[src/rtl/registra_tiros.sv]
// registra_tiros
// Shot-registration responder plus shared shot table.
// On a start request, the block captures the ship position and shot direction.
// It then searches the table from slot 0 for the first free slot. If it finds
// one, it writes the shot there. If the table is full, it discards the shot.
// In both cases it pulses fim_registra_tiros for one cycle.
// The movement/collision logic reads slots through the combinational query
// port and frees slots through the release port.
//
// Ports:
//   clock, reset                 system clock, synchronous active-high reset
//   inicia_registra_tiros        start request (sampled only in inicial)
//   posicao_nave, direcao_tiro   shot data, captured on start
//   libera_tiro, libera_indice   clear the valid bit of a slot at the next edge
//   consulta_indice              query slot select
//   consulta_valido/_posicao/_direcao  query results (combinational)
//   num_tiros_ativos             popcount of the valid bits
//   fim_registra_tiros           one-cycle done pulse
//   tiro_descartado              high while in cheio (table found full)
//   db_estado_registra_tiros     debug state code
module registra_tiros #(
  parameter int N_TIROS = 8,
  parameter int W_IDX   = 3,
  parameter int W_POS   = 8,
  parameter int W_DIR   = 4
) (
  input  logic             clock,
  input  logic             reset,
  input  logic             inicia_registra_tiros,
  input  logic [W_POS-1:0] posicao_nave,
  input  logic [W_DIR-1:0] direcao_tiro,
  input  logic             libera_tiro,
  input  logic [W_IDX-1:0] libera_indice,
  input  logic [W_IDX-1:0] consulta_indice,
  output logic             consulta_valido,
  output logic [W_POS-1:0] consulta_posicao,
  output logic [W_DIR-1:0] consulta_direcao,
  output logic [W_IDX:0]   num_tiros_ativos,
  output logic             fim_registra_tiros,
  output logic             tiro_descartado,
  output logic [4:0]       db_estado_registra_tiros
);

  typedef enum logic [4:0] {
    INICIAL = 5'b00000,
    BUSCA   = 5'b00001,
    GRAVA   = 5'b00010,
    FIM     = 5'b00011,
    CHEIO   = 5'b00100
  } estado_t;

  estado_t            estado_q, estado_d;
  logic [W_IDX-1:0]   idx_q, idx_d;
  logic [W_POS-1:0]   pos_cap_q, pos_cap_d;
  logic [W_DIR-1:0]   dir_cap_q, dir_cap_d;
  logic [N_TIROS-1:0] valido_q, valido_d;
  logic [W_POS-1:0]   pos_mem_q [N_TIROS];
  logic [W_POS-1:0]   pos_mem_d [N_TIROS];
  logic [W_DIR-1:0]   dir_mem_q [N_TIROS];
  logic [W_DIR-1:0]   dir_mem_d [N_TIROS];

  always_ff @(posedge clock) begin
    if (reset) begin
      estado_q  <= INICIAL;
      idx_q     <= '0;
      pos_cap_q <= '0;
      dir_cap_q <= '0;
      valido_q  <= '0;
      pos_mem_q <= '{default: '0};
      dir_mem_q <= '{default: '0};
    end else begin
      estado_q  <= estado_d;
      idx_q     <= idx_d;
      pos_cap_q <= pos_cap_d;
      dir_cap_q <= dir_cap_d;
      valido_q  <= valido_d;
      pos_mem_q <= pos_mem_d;
      dir_mem_q <= dir_mem_d;
    end
  end

  // Next-state, search pointer and table update.
  always_comb begin
    estado_d  = estado_q;
    idx_d     = idx_q;
    pos_cap_d = pos_cap_q;
    dir_cap_d = dir_cap_q;
    valido_d  = valido_q;
    pos_mem_d = pos_mem_q;
    dir_mem_d = dir_mem_q;

    case (estado_q)
      INICIAL: begin
        if (inicia_registra_tiros) begin
          estado_d  = BUSCA;
          idx_d     = '0;
          pos_cap_d = posicao_nave;
          dir_cap_d = direcao_tiro;
        end
      end
      BUSCA: begin
        if (!valido_q[idx_q]) begin
          estado_d = GRAVA;
        end else if (idx_q == W_IDX'(N_TIROS - 1)) begin
          estado_d = CHEIO;
        end else begin
          idx_d = idx_q + W_IDX'(1);
        end
      end
      GRAVA:   estado_d = FIM;
      CHEIO:   estado_d = FIM;
      FIM:     estado_d = INICIAL;
      default: estado_d = INICIAL;
    endcase

    if (libera_tiro) begin
      valido_d[libera_indice] = 1'b0;
    end

    // The write comes after the release, so the write wins on a same-slot collision.
    if (estado_q == GRAVA) begin
      valido_d[idx_q]  = 1'b1;
      pos_mem_d[idx_q] = pos_cap_q;
      dir_mem_d[idx_q] = dir_cap_q;
    end
  end

  // Moore outputs and debug code.
  always_comb begin
    fim_registra_tiros = 1'b0;
    tiro_descartado    = 1'b0;
    case (estado_q)
      INICIAL: db_estado_registra_tiros = 5'b00000;
      BUSCA:   db_estado_registra_tiros = 5'b00001;
      GRAVA:   db_estado_registra_tiros = 5'b00010;
      FIM: begin
        db_estado_registra_tiros = 5'b00011;
        fim_registra_tiros       = 1'b1;
      end
      CHEIO: begin
        db_estado_registra_tiros = 5'b00100;
        tiro_descartado          = 1'b1;
      end
      default: db_estado_registra_tiros = 5'b01111;
    endcase
  end

  always_comb begin
    num_tiros_ativos = '0;
    for (int unsigned i = 0; i < N_TIROS; i++) begin
      num_tiros_ativos = num_tiros_ativos + (W_IDX + 1)'(valido_q[i]);
    end
  end

  assign consulta_valido  = valido_q[consulta_indice];
  assign consulta_posicao = pos_mem_q[consulta_indice];
  assign consulta_direcao = dir_mem_q[consulta_indice];

endmodule
[config.mk]
export PLATFORM = sky130hd
export DESIGN_NAME = registra_tiros
export DESIGN_NICKNAME = d
export VERILOG_FILES = /design/src/rtl/registra_tiros.sv
export SDC_FILE = /design/constraint.sdc
export NUM_CORES = 1
export LEC_CHECK = 0
export ABC_AREA = 1
export BUFFER_PORTS_ARGS = -buffer_cell sky130_fd_sc_hd__clkbuf_2
export CAP_MARGIN = 10
export CORE_MARGIN = 2
export CORE_UTILIZATION = 28
export CTS_BUF_LIST = sky130_fd_sc_hd__clkbuf_2 sky130_fd_sc_hd__clkbuf_4 sky130_fd_sc_hd__clkbuf_8
export DETAILED_ROUTE_END_ITERATION = 16
export GPL_TIMING_DRIVEN = 0
export SLEW_MARGIN = 20
export SYNTH_ARGS = -nofsm -noshare
export SYNTH_HDL_FRONTEND = slang
export SYNTH_SLANG_ARGS = --single-unit
[constraint.sdc]
create_clock -name clock -period 7.65 [get_ports clock]
set_clock_uncertainty 0.1 [all_clocks]
set_input_delay 1.53 -clock clock [delete_from_list [all_inputs] [get_ports clock]]
set_output_delay 1.53 -clock clock [all_outputs]
set_load 0.02 [all_outputs]
==> results of run 1 <==
-- area by class of cell --
cell class / instances / share of cell area (%)
timing repair buffer: 42 / 3.37
sequential: 122 / 39.1
clock inverter: 14 / 2.77
clock buffer: 18 / 3.97
tap: 234 / 4.69
buffer: 50 / 4.11
inverter: 51 / 3.07
multi-input combinational: 499 / 38.9
-- per-stage QoR --
stage	cell area (um2)	cells	utilization [%]
final	6240	1030	33.5
after global routing	6240	1030	33.5
after CTS	6240	1030	33.5
after detailed placement	5820	998	31.2
after global placement	5820	998	31.2
after floorplan	5320	722	-
-- worst max path at each step --
stage,from,to,depth (start not counted)
3_3_place_gp,consulta_indice[1],consulta_direcao[3],8
4_1_cts,valido_q[0]$_SDFF_PP0_,num_tiros_ativos[2],10
5_1_grt,valido_q[0]$_SDFF_PP0_,num_tiros_ativos[2],10
6_report,valido_q[0]$_SDFF_PP0_,num_tiros_ativos[2],10
3_5_place_dp,consulta_indice[1],consulta_direcao[3],8
2_1_floorplan,valido_q[0]$_SDFF_PP0_,num_tiros_ativos[2],9
-- critical path, delay by kind of cell (launching register included) --
family	cells	cell delay [ns]
flip-flops	1	0.36
adder cells (fa/ha/maj)	5	1.99
XOR/XNOR	1	0.14
buffers and inverters	4	0.38
-- sequential cells by signal, indices dropped and copies added, names as in the netlist --
| register | cells |
|---|---|
| pos_mem_q | 64 |
| dir_mem_q | 32 |
| pos_cap_q | 8 |
| valido_q | 8 |
| dir_cap_q | 4 |
| estado_q | 3 |
| idx_q | 3 |
-- layer usage --
| metal | wire (um) | part of all wire (%) | GRT usage [%] |
|---|---|---|---|
| met5 | 0 | 0 | 0 |
| met3 | 813 | 5.0 | 3.07 |
| met4 | 297 | 1.8 | 6.26 |
| met2 | 7610 | 47 | 27.8 |
| met1 | 7620 | 47 | 22.4 |
-- power by group --
group	switching [uW]	total (uW)	internal, uW
clock network	280	611	331
registers	12.1	666	654
logic	124	173	49.2
-- cells by family after synthesis --
logic type	share of synthesized area [%]
buf+inv	8.43
other cells	0.0705
fa+ha+maj	2.68
xor+xnor	0.165
simple gates	13.6
flops	45.9
compound gates	29.1
-- placed cells by master (no fill, tap or decap), types with 2 or more instances in the layout --
| cell type | instances |
|---|---|
| a21oi_1 | 109 |
| clkinv_4 | 3 |
| nand2_1 | 75 |
| o21ai_0 | 166 |
| buf_2 | 14 |
| buf_1 | 2 |
| o22ai_1 | 24 |
| inv_1 | 30 |
| inv_2 | 10 |
| fa_1 | 4 |
| clkinv_2 | 2 |
| nor2_1 | 95 |
| clkinvlp_4 | 5 |
| dfxtp_1 | 122 |
| o21ai_1 | 3 |
| buf_4 | 5 |
| bufinv_16 | 3 |
| buf_6 | 4 |
| ha_1 | 5 |
| clkbuf_1 | 23 |
| clkinv_1 | 11 |
| clkbuf_2 | 44 |
| clkbuf_8 | 18 |
| nand3_1 | 11 |
==> metrics.md, run 1 <==
| Metric | Value |
|---|---|
| Seq cells post-synth | 122 |
| Routed wire length | 16300 um |
| Worst setup slack after layout | 2.72 ns |
| Critical path class | flop to output pin |
| Drt drc | 0 |
| Cts repair resizes | 0 |
| Worst-path clk slew | 0.08 ns |
| Post-synth EDFFs | 0 |
| DR vias | 5219 |
| CORE AREA | 18600 um2 |
| Hold_ws | 0.380 ns |
| Reg2Reg Setup Slack | 5.92 ns |
| Critical-path cell list | fa_1 > inv_1 > fa_1 > fa_1 > inv_1 > ha_1 > inv_1 > fa_1 > xnor2_1 > clkbuf_2 |
| Nets@finish | 814 |
| Multi-input logic area | 2430 um2 |
| Least-Margin Pin Slew | 0.661 ns |
| Leakage | 0.00259 uW |
| R2R Path End | dir_mem_q[9]$_SDFFE_PP0P_ |
| Synthesized net count | 753 |
| First-iteration detailed-routing DRC count | 370 |
| Register area | 2440 um2 |
| Synth warn | 0 |
| Final Setup Violations | 0 |
| Count of input and output buffers | 42 |
| Worst slack at placement | 2.87 ns |
| Share of the synthesized area in the top cell type | 45.9% |
| CP most frequent cell | fa_1 |
| CP arrival | 3.30 ns |
| Crit path launch type | flop |
| Crit share post-route | 64.5% |
| Clock root cell | clkbuf_8 |
| Avg Cell Area, Syn | 7.36 um2 |
| Max Fclk | 203 MHz |
| Synth-to-layout area growth | 17.4% |
| Power per cell area | 232 nW/um2 |
| Antenna Nets Post-Route | 0 |
| CTS H-tree depth | 4 |
| Post-synth top area cell | dfxtp_1 |
| Proportion of layout cells with a drive suffix above 1 | 14.1% |
| Min Tclk post-route | 4.93 ns |
| CTS buffer count | 17 |
| Clk_lat worst skew | 0.44 ns |
| Post-CTS Hold Fix Bufs | 0 |
| Via density | 5.07 |
| Pins over their slew limit | 0 |
| Relative slew slack | 55.9% |
| IO Count | 46 |
| Status | finished, final reports clean |
| Cell count after synthesis | 722 |
| DR WL/cell | 15.9 um |
| Diode count | 0 |
| Cell variety after synth | 26 |
| CP max stage delay | 0.55 ns |
| Initial Utilization | 28.5% |
| Number of global-route vias before repair | 5033 |
| WHS Endpoint | valido_q[5]$_SDFF_PP0_ |
| Initial antenna violation count | 0 |
| Worst hold path class | flop to flop |
| Hold path start | valido_q[5]$_SDFF_PP0_ |
| Critical path data required time | 6.02 ns |
| Synth top cells by count | o21ai_0 (166), dfxtp_1 (122), a21oi_1 (109), nor2_1 (95), nand2_1 (75) |
| Drt pass-1 iters | 5 |
| First-pass GRT wire length | 26500 um |
| Worst VDD drop | 0.131 mV |
| Post-Syn Area | 5320 um2 |
| Ranking of synthesized cells by area | dfxtp_1 (46%), o21ai_0 (16%), a21oi_1 (10%) |
| Rows | 50 |
| Final Hold Vio Count | 0 |
| Postcts setup bufs | 0 |
| Asr flop ratio synth | 0% |
| Reg2Reg Launch Point | idx_q[0]$_SDFFE_PP0P_ |
| R2r worst-path depth | 6 |
| CTS tree | yes |
| Setup TNS | 0 ns |
| MaxCap Viol Count | 0 |
| Hold depth | 2 |
| Filler instances | 2020 |
| GPL Wtd Cong | 0.808 |
| Die Area | 20100 um2 |
| CP Capture Type | output pin |
| Total power | 1450 uW |
| Count leader, synth | o21ai_0 |
| Dominant synthesized flop cell | dfxtp_1 |
| Die Ht | 142 um |
| RSZ-0062 raised after global routing | false |
| Hpwl dp | 11800 um |
| Slowest-stage cell, CP | fa_1 |
| Overall Global Routing Usage | 17.0% |
| CP max FO | 4 |
| Die Wd | 142 um |
| Largest net degree at the start of global routing | 17 |
| Sequential share of the synthesized area | 45.9% |
| CTS Buffer Depth | 2 |
| GRT overflow | 0 |
| Clk sinks | 122 |
(Power assumes the default switching activity.)
==> run 2, diff against run 1 <==
- ABC_AREA: 1 -> 0
- clock period: 7.65 -> 4.7 ns (I/O delays scaled with it)
==> run 2 against run 1 <==
Effect of this change: area after synthesis grew 5.0%; final cell count shrank 5.0%; critical path type unchanged; critical path depth unchanged; clock power is 63% higher; core utilization about the same; worst setup slack lost 2.3 ns; via count down 6.6%; synthesized cell count fell by 11%; combinational power is 20% higher; worst hold slack worse by 0.029 ns.
==> metrics.md, run 2 <==
| Metric | Value |
|---|---|
| Status | finished, final reports clean (unchanged) |
| Largest net degree at the start of global routing | 17 (unchanged) |
| Clk_lat worst skew | 0.44 ns (about the same) |
| Via density | 4.98 (was 5.07) |
| Number of global-route vias before repair | 4669 (was 5033) |
| Worst VDD drop | 0.177 mV (was 0.131 mV) |
| IO Count | 46 (unchanged) |
| Synth warn | 0 (unchanged) |
| Critical path data required time | 3.66 ns (was 6.02 ns) |
| Commonest non-fill, non-tap cell in the layout | nand2_1 (was o21ai_0) |
| Slowest-stage cell, CP | fa_1 (unchanged) |
| Ranking of synthesized cells by area | dfxtp_1 (44%), a21oi_1 (11%), mux4_2 (10%) (was dfxtp_1 (46%), o21ai_0 (16%), a21oi_1 (10%)) |
| Setup TNS | 0 ns (unchanged) |
| Proportion of layout cells with a drive suffix above 1 | 20.2% (was 14.1%) |
| CTS tree | yes (unchanged) |
| CP arrival | 3.24 ns (was 3.30 ns) |
| Post-Syn Area | 5580 um2 (was 5320 um2) |
| Post-CTS Hold Fix Bufs | 0 (unchanged) |
| GRT overflow | 0 (unchanged) |
| Util after Layout | 33.5% (about the same) |
| Commonest non-fill, non-tap cells in the layout | nand2_1 (154), dfxtp_1 (122), a21oi_1 (118) (was o21ai_0 (166), dfxtp_1 (122), a21oi_1 (109)) |
| Initial Utilization | 28.6% (was 28.5%) |
| Synth top cells by count | nand2_1 (154), dfxtp_1 (122), a21oi_1 (118), nand3_1 (75), clkbuf_1 (41) (was o21ai_0 (166), dfxtp_1 (122), a21oi_1 (109), nor2_1 (95), nand2_1 (75)) |
| Sw frac | 25.2% (was 28.7%) |
| Sequential power share | 46.8% (was 45.9%) |
| Switching pwr | 569 uW (was 416 uW) |
| MaxCap Viol Count | 0 (unchanged) |
| Cts repair resizes | 0 (unchanged) |
| Filler instances | 2102 (was 2020) |
| Rows | 51 (was 50) |
| Drt pass-1 iters | 5 (unchanged) |
| Routed wire length | 16500 um (was 16300 um) |
| CTS buffer count | 17 (unchanged) |
| Crit path launch type | flop (unchanged) |
| Total power | 2260 uW (was 1450 uW) |
| Dominant synthesized flop cell | dfxtp_1 (unchanged) |
| Drt drc | 0 (unchanged) |
| Die Ht | 145 um (was 142 um) |
| Cell variety after synth | 40 (was 26) |
| Critical-path cell list | fa_1 > inv_1 > fa_1 > fa_1 > inv_1 > ha_1 > inv_1 > fa_1 > xnor2_1 > clkbuf_2 (unchanged) |
| Min Tclk post-route | 4.28 ns |
| Post-synth top area cell | dfxtp_1 (unchanged) |
| Critical path class | flop to output pin (unchanged) |
| Count of input and output buffers | 42 (unchanged) |
| RSZ-0062 raised after global routing | false (unchanged) |
| Clock root cell | clkbuf_8 (unchanged) |
| CP most frequent cell | fa_1 (unchanged) |
| Asr flop ratio synth | 0% (unchanged) |
| Avg Cell Area, Syn | 8.70 um2 (was 7.36 um2) |
| Pins over their slew limit | 0 (unchanged) |
| Worst-path clk slew | 0.07 ns (was 0.08 ns) |
| CP max stage delay | 0.54 ns (was 0.55 ns) |
| CP max FO | 4 (unchanged) |
| Share of the synthesized area in the top cell type | 43.7% (was 45.9%) |
| Leakage | 0.00228 uW (was 0.00259 uW) |
| Clock share of power | 44.0% (was 42.2%) |
| Max reg flops | 64 (unchanged) |
| Power per cell area | 345 nW/um2 (was 232 nW/um2) |
| Overall Global Routing Usage | 15.9% (was 17.0%) |
| Nets@finish | 734 (was 814) |
| Largest reg by FF count | pos_mem_q (unchanged) |
| Postcts setup bufs | 0 (unchanged) |
| Synthesized net count | 673 (was 753) |
| Max Fclk | 233 MHz |
| Antenna Nets Post-Route | 0 (unchanged) |
| Combinational share of power | 9.2% (was 11.9%) |
| Least-Margin Pin Slew | 0.975 ns (was 0.661 ns) |
| Synth-to-layout area growth | 17.1% (was 17.4%) |
| CP Capture Type | output pin (unchanged) |
| Final Hold Vio Count | 0 (unchanged) |
| Hold_ws | 0.352 ns (was 0.380 ns) |
| Post-synth EDFFs | 0 (unchanged) |
| Diode count | 0 (unchanged) |
| Cell count after synthesis | 642 (was 722) |
| Internal power | 1690 uW (was 1030 uW) |
| CTS Buffer Depth | 2 (unchanged) |
| Worst hold path class | flop to flop (unchanged) |
| CORE AREA | 19500 um2 (was 18600 um2) |
| Sequential share of the synthesized area | 43.7% (was 45.9%) |
| Count leader, synth | nand2_1 (was o21ai_0) |
| First-iteration detailed-routing DRC count | 507 (was 370) |
| Final Setup Violations | 0 (unchanged) |
| Clk sinks | 122 (unchanged) |
| Seq cells post-synth | 122 (unchanged) |
| Top flop regs | pos_mem_q (64), dir_mem_q (32) (unchanged) |
| First-pass GRT wire length | 26100 um (was 26500 um) |
| CTS H-tree depth | 4 (unchanged) |
| Hpwl dp | 11400 um (was 11800 um) |
| Crit share post-route | 91.1% |
| GPL Wtd Cong | 0.840 (was 0.808) |
| DR vias | 4872 (was 5219) |
| DR WL/cell | 16.9 um (was 15.9 um) |
| Initial antenna violation count | 0 (unchanged) |
| Die Area | 21100 um2 (was 20100 um2) |
| Relative slew slack | 34.5% (was 55.9%) |
| Die Wd | 145 um (was 142 um) |
-- run 2: critical path: cells and delay by family, from the launching register on --
kind	cells	cell delay [ns]
adders and majority gates	5	1.96
buffers and inverters	4	0.35
DFF	1	0.34
xor gates and xnor gates	1	0.15
-- run 2: per-layer routing --
metal  vias to the layer above  global-route usage, %  wire length (um)
li1                       2338                      -                 -
met1                      2332                   21.7              7620
met2                       170                   24.9              7500
met3                        32                   3.65               998
met4                         0                   5.64               402
met5                         -                      0                 0
-- run 2: cell families (layout without fill, tap and decap cells) --
logic type	count (synthesis)	in the layout	share of synthesized area (%)
compound gates	134	134	12.7
fa+ha+maj	9	9	2.55
xor+xnor	1	1	0.157
mux	43	43	14.7
flops	122	122	43.7
buf+inv	79	151	5.89
simple gates	253	253	20.2
other cells	1	1	0.0672
-- run 2: metrics by stage --
| stage | std cells | worst slack (ns) | area, um2 |
|---|---|---|---|
| finish | 979 | 0.417 | 6540 |
| global route | 979 | 0.248 | 6540 |
| CTS | 979 | 0.361 | 6540 |
| detailed placement | 949 | 0.814 | 6130 |
| global placement | 949 | 0.823 | 6130 |
| floorplan | 642 | 0.882 | 5580 |
-- run 2: area by class of cell --
cell class / instances / area, um2 / share of cell area (%)
Tap cell: 265 / 332 / 5.07
Buffer: 67 / 284 / 4.34
Timing Repair Buffer: 42 / 210 / 3.21
Inverter: 12 / 45.0 / 0.689
Clock buffer: 22 / 297 / 4.53
Clock inverter: 8 / 118 / 1.80
Sequential cell: 122 / 2440 / 37.3
Multi-Input combinational cell: 441 / 2810 / 43.0
-- run 2: final timing paths --
check / start / endpoint / slack (ns) / cells after the start
min reg2reg: dir_mem_q[4]$_SDFFE_PP0P_ / dir_mem_q[4]$_SDFFE_PP0P_ / 0.35 / 2
max: valido_q[0]$_SDFF_PP0_ / num_tiros_ativos[2] / 0.42 / 10
min: dir_mem_q[4]$_SDFFE_PP0P_ / dir_mem_q[4]$_SDFFE_PP0P_ / 0.35 / 2
max reg2reg: estado_q[2]$_SDFFE_PP0P_ / pos_cap_q[1]$_SDFFE_PP0P_ / 2.53 / 5
-- run 2: power by group through the flow --
stage / clock [uW] / combinational (uW) / sequential (uW)
global placement: 0 / 207 / 1080
finish: 994 / 208 / 1060
global route: 1050 / 227 / 1060
detailed placement: 0 / 206 / 1080
floorplan: 0 / 138 / 1080
CTS: 1000 / 207 / 1060
==> run 3, diff against run 2 <==
- RECOVER_POWER: unset -> 50
==> run 3 against run 2 <==
Effect of this change: clock power hardly changed; final cell count stayed put; via count grew 0.41%; die area did not move; sequential power about the same; worst setup slack got worse by 0.0029 ns; cell area is 0.71% lower; non-clock buffer count unchanged; critical path type unchanged; largest power group unchanged.
==> metrics.md, run 3 (same netlist as run 2, synthesis figures left out) <==
| Metric | Value |
|---|---|
| Status | finished, final reports clean (unchanged) |
| Overall Global Routing Usage | 15.9% (unchanged) |
| Critical path data required time | 3.66 ns (about the same) |
| Final Cell Area | 6490 um2 (was 6540 um2) |
| Max Fclk | 233 MHz (about the same) |
| Diode count | 0 (unchanged) |
| Critical-path cell list | fa_1 > inv_1 > fa_1 > fa_1 > inv_1 > ha_1 > inv_1 > fa_1 > xnor2_1 > clkbuf_2 (unchanged) |
| Crit share post-route | 91.2% (was 91.1%) |
| Leakage | 0.00223 uW (was 0.00228 uW) |
| Final Hold Vio Count | 0 (unchanged) |
| Proportion of layout cells with a drive suffix above 1 | 17.6% (was 20.2%) |
| CP arrival | 3.25 ns (was 3.24 ns) |
| Die Area | 21100 um2 (unchanged) |
| CTS tree | yes (unchanged) |
| CTS buffer count | 17 (unchanged) |
| Placed inst area | 6130 um2 (unchanged) |
| CORE AREA | 19500 um2 (unchanged) |
| MaxCap Viol Count | 0 (unchanged) |
| Worst setup slack after layout | 0.414 ns (was 0.417 ns) |
| Antenna Nets Post-Route | 0 (unchanged) |
| CTS H-tree depth | 4 (unchanged) |
| Hold_ws | 0.352 ns (about the same) |
| IO Count | 46 (unchanged) |
| Via density | 5.00 (was 4.98) |
| Worst hold path class | flop to flop (unchanged) |
| Die Ht | 145 um (unchanged) |
| Hpwl dp | 11400 um (unchanged) |
| Cts repair resizes | 0 (unchanged) |
| Count of input and output buffers | 42 (unchanged) |
| CP Capture Type | output pin (unchanged) |
| Pins over their slew limit | 0 (unchanged) |
| Least-Margin Pin Slew | 1.07 ns (was 0.975 ns) |
| Die Wd | 145 um (unchanged) |
| Initial antenna violation count | 0 (unchanged) |
| Worst VDD drop | 0.178 mV (was 0.177 mV) |
| Clk_lat worst skew | 0.44 ns (about the same) |
| Post-CTS Hold Fix Bufs | 0 (unchanged) |
| Rows | 51 (unchanged) |
| Crit path launch type | flop (unchanged) |
| Filler instances | 2117 (was 2102) |
| Synth-to-layout area growth | 16.3% (was 17.1%) |
| Top flop regs | pos_mem_q (64), dir_mem_q (32) (unchanged) |
| Worst-path clk slew | 0.07 ns (about the same) |
| Setup TNS | 0 ns (unchanged) |
| Relative slew slack | 27.7% (was 34.5%) |
| Critical path class | flop to output pin (unchanged) |
| Commonest non-fill, non-tap cell in the layout | nand2_1 (unchanged) |
| GPL Wtd Cong | 0.840 (unchanged) |
| Postcts setup bufs | 0 (unchanged) |
| Clk sinks | 122 (unchanged) |
| Number of global-route vias before repair | 4669 (unchanged) |
| Clock root cell | clkbuf_8 (unchanged) |
| Drt pass-1 iters | 6 (was 5) |
| Power per cell area | 347 nW/um2 (was 345 nW/um2) |
| Max reg flops | 64 (unchanged) |
| Routed wire length | 16500 um (about the same) |
| Final Setup Violations | 0 (unchanged) |
| CP max FO | 4 (unchanged) |
| First-pass GRT wire length | 26100 um (unchanged) |
| Largest reg by FF count | pos_mem_q (unchanged) |
| CTS Buffer Depth | 2 (unchanged) |
| Initial Utilization | 28.6% (unchanged) |
| CP most frequent cell | fa_1 (unchanged) |
| DR WL/cell | 16.9 um (about the same) |
| GRT overflow | 0 (unchanged) |
| Slowest-stage cell, CP | fa_1 (unchanged) |
| First-iteration detailed-routing DRC count | 460 (was 507) |
| Min Tclk post-route | 4.29 ns (was 4.28 ns) |
| RSZ-0062 raised after global routing | false (unchanged) |
| Largest net degree at the start of global routing | 17 (unchanged) |
| Commonest non-fill, non-tap cells in the layout | nand2_1 (154), dfxtp_1 (122), a21oi_1 (118) (unchanged) |
| DR vias | 4892 (was 4872) |
| Drt drc | 0 (unchanged) |
| Worst slack at placement | 0.814 ns (unchanged) |
| CP max stage delay | 0.54 ns (about the same) |
| Nets@finish | 734 (unchanged) |
[run 3: layer usage]
metal	GRT usage (%)	vias to the layer above	part of all wire, %
li1	-	2339	-
met2	24.9	186	45
met3	3.65	31	6.9
met4	5.64	0	2.3
met5	0	-	0
met1	21.7	2336	46
[run 3: critical path, delay by kind of cell (launching register included)]
kind / cells / cell delay, ns
xor+xnor: 1 / 0.15
fa+ha+maj: 5 / 1.96
flops: 1 / 0.34
buf+inv: 4 / 0.35
[run 3: cell type report]
| cell class | instances | area [um2] | share of cell area (%) |
|---|---|---|---|
| plain buffers | 67 | 269 | 4.14 |
| clock buffers | 22 | 297 | 4.57 |
| clock inverters | 8 | 118 | 1.81 |
| inverters | 12 | 45.0 | 0.694 |
| multi-input cells | 441 | 2780 | 42.9 |
| flip-flops and latches | 122 | 2440 | 37.6 |
| well taps | 265 | 332 | 5.11 |
| repair buffers | 42 | 209 | 3.22 |
[run 3: path summary, 6_finish.rpt]
| kind | depth (start not counted) | endpoint | startpoint | slack, ns |
|---|---|---|---|---|
| worst max-delay path | 10 | num_tiros_ativos[2] | valido_q[0]$_SDFF_PP0_ | 0.41 |
| worst min-delay path | 2 | dir_mem_q[4]$_SDFFE_PP0P_ | dir_mem_q[4]$_SDFFE_PP0P_ | 0.35 |
| worst max register to register | 6 | dir_mem_q[28]$_SDFFE_PP0P_ | idx_q[0]$_SDFFE_PP0P_ | 1.84 |
| worst min register to register | 2 | dir_mem_q[4]$_SDFFE_PP0P_ | dir_mem_q[4]$_SDFFE_PP0P_ | 0.35 |
[run 3: metrics by stage]
step	instances	util (%)	total power, uW
final	979	33.3	2250
after global placement	949	31.4	1290
after global routing	979	33.3	2330
after floorplan	642	-	1220
after CTS	979	33.5	2260
after detailed placement	949	31.4	1290
[run 3: power breakdown]
part	switching, uW	total, uW	internal (uW)
registers	7.18	1060	1050
clock network	416	993	577
logic	144	203	58.7
total	567	2250	1680
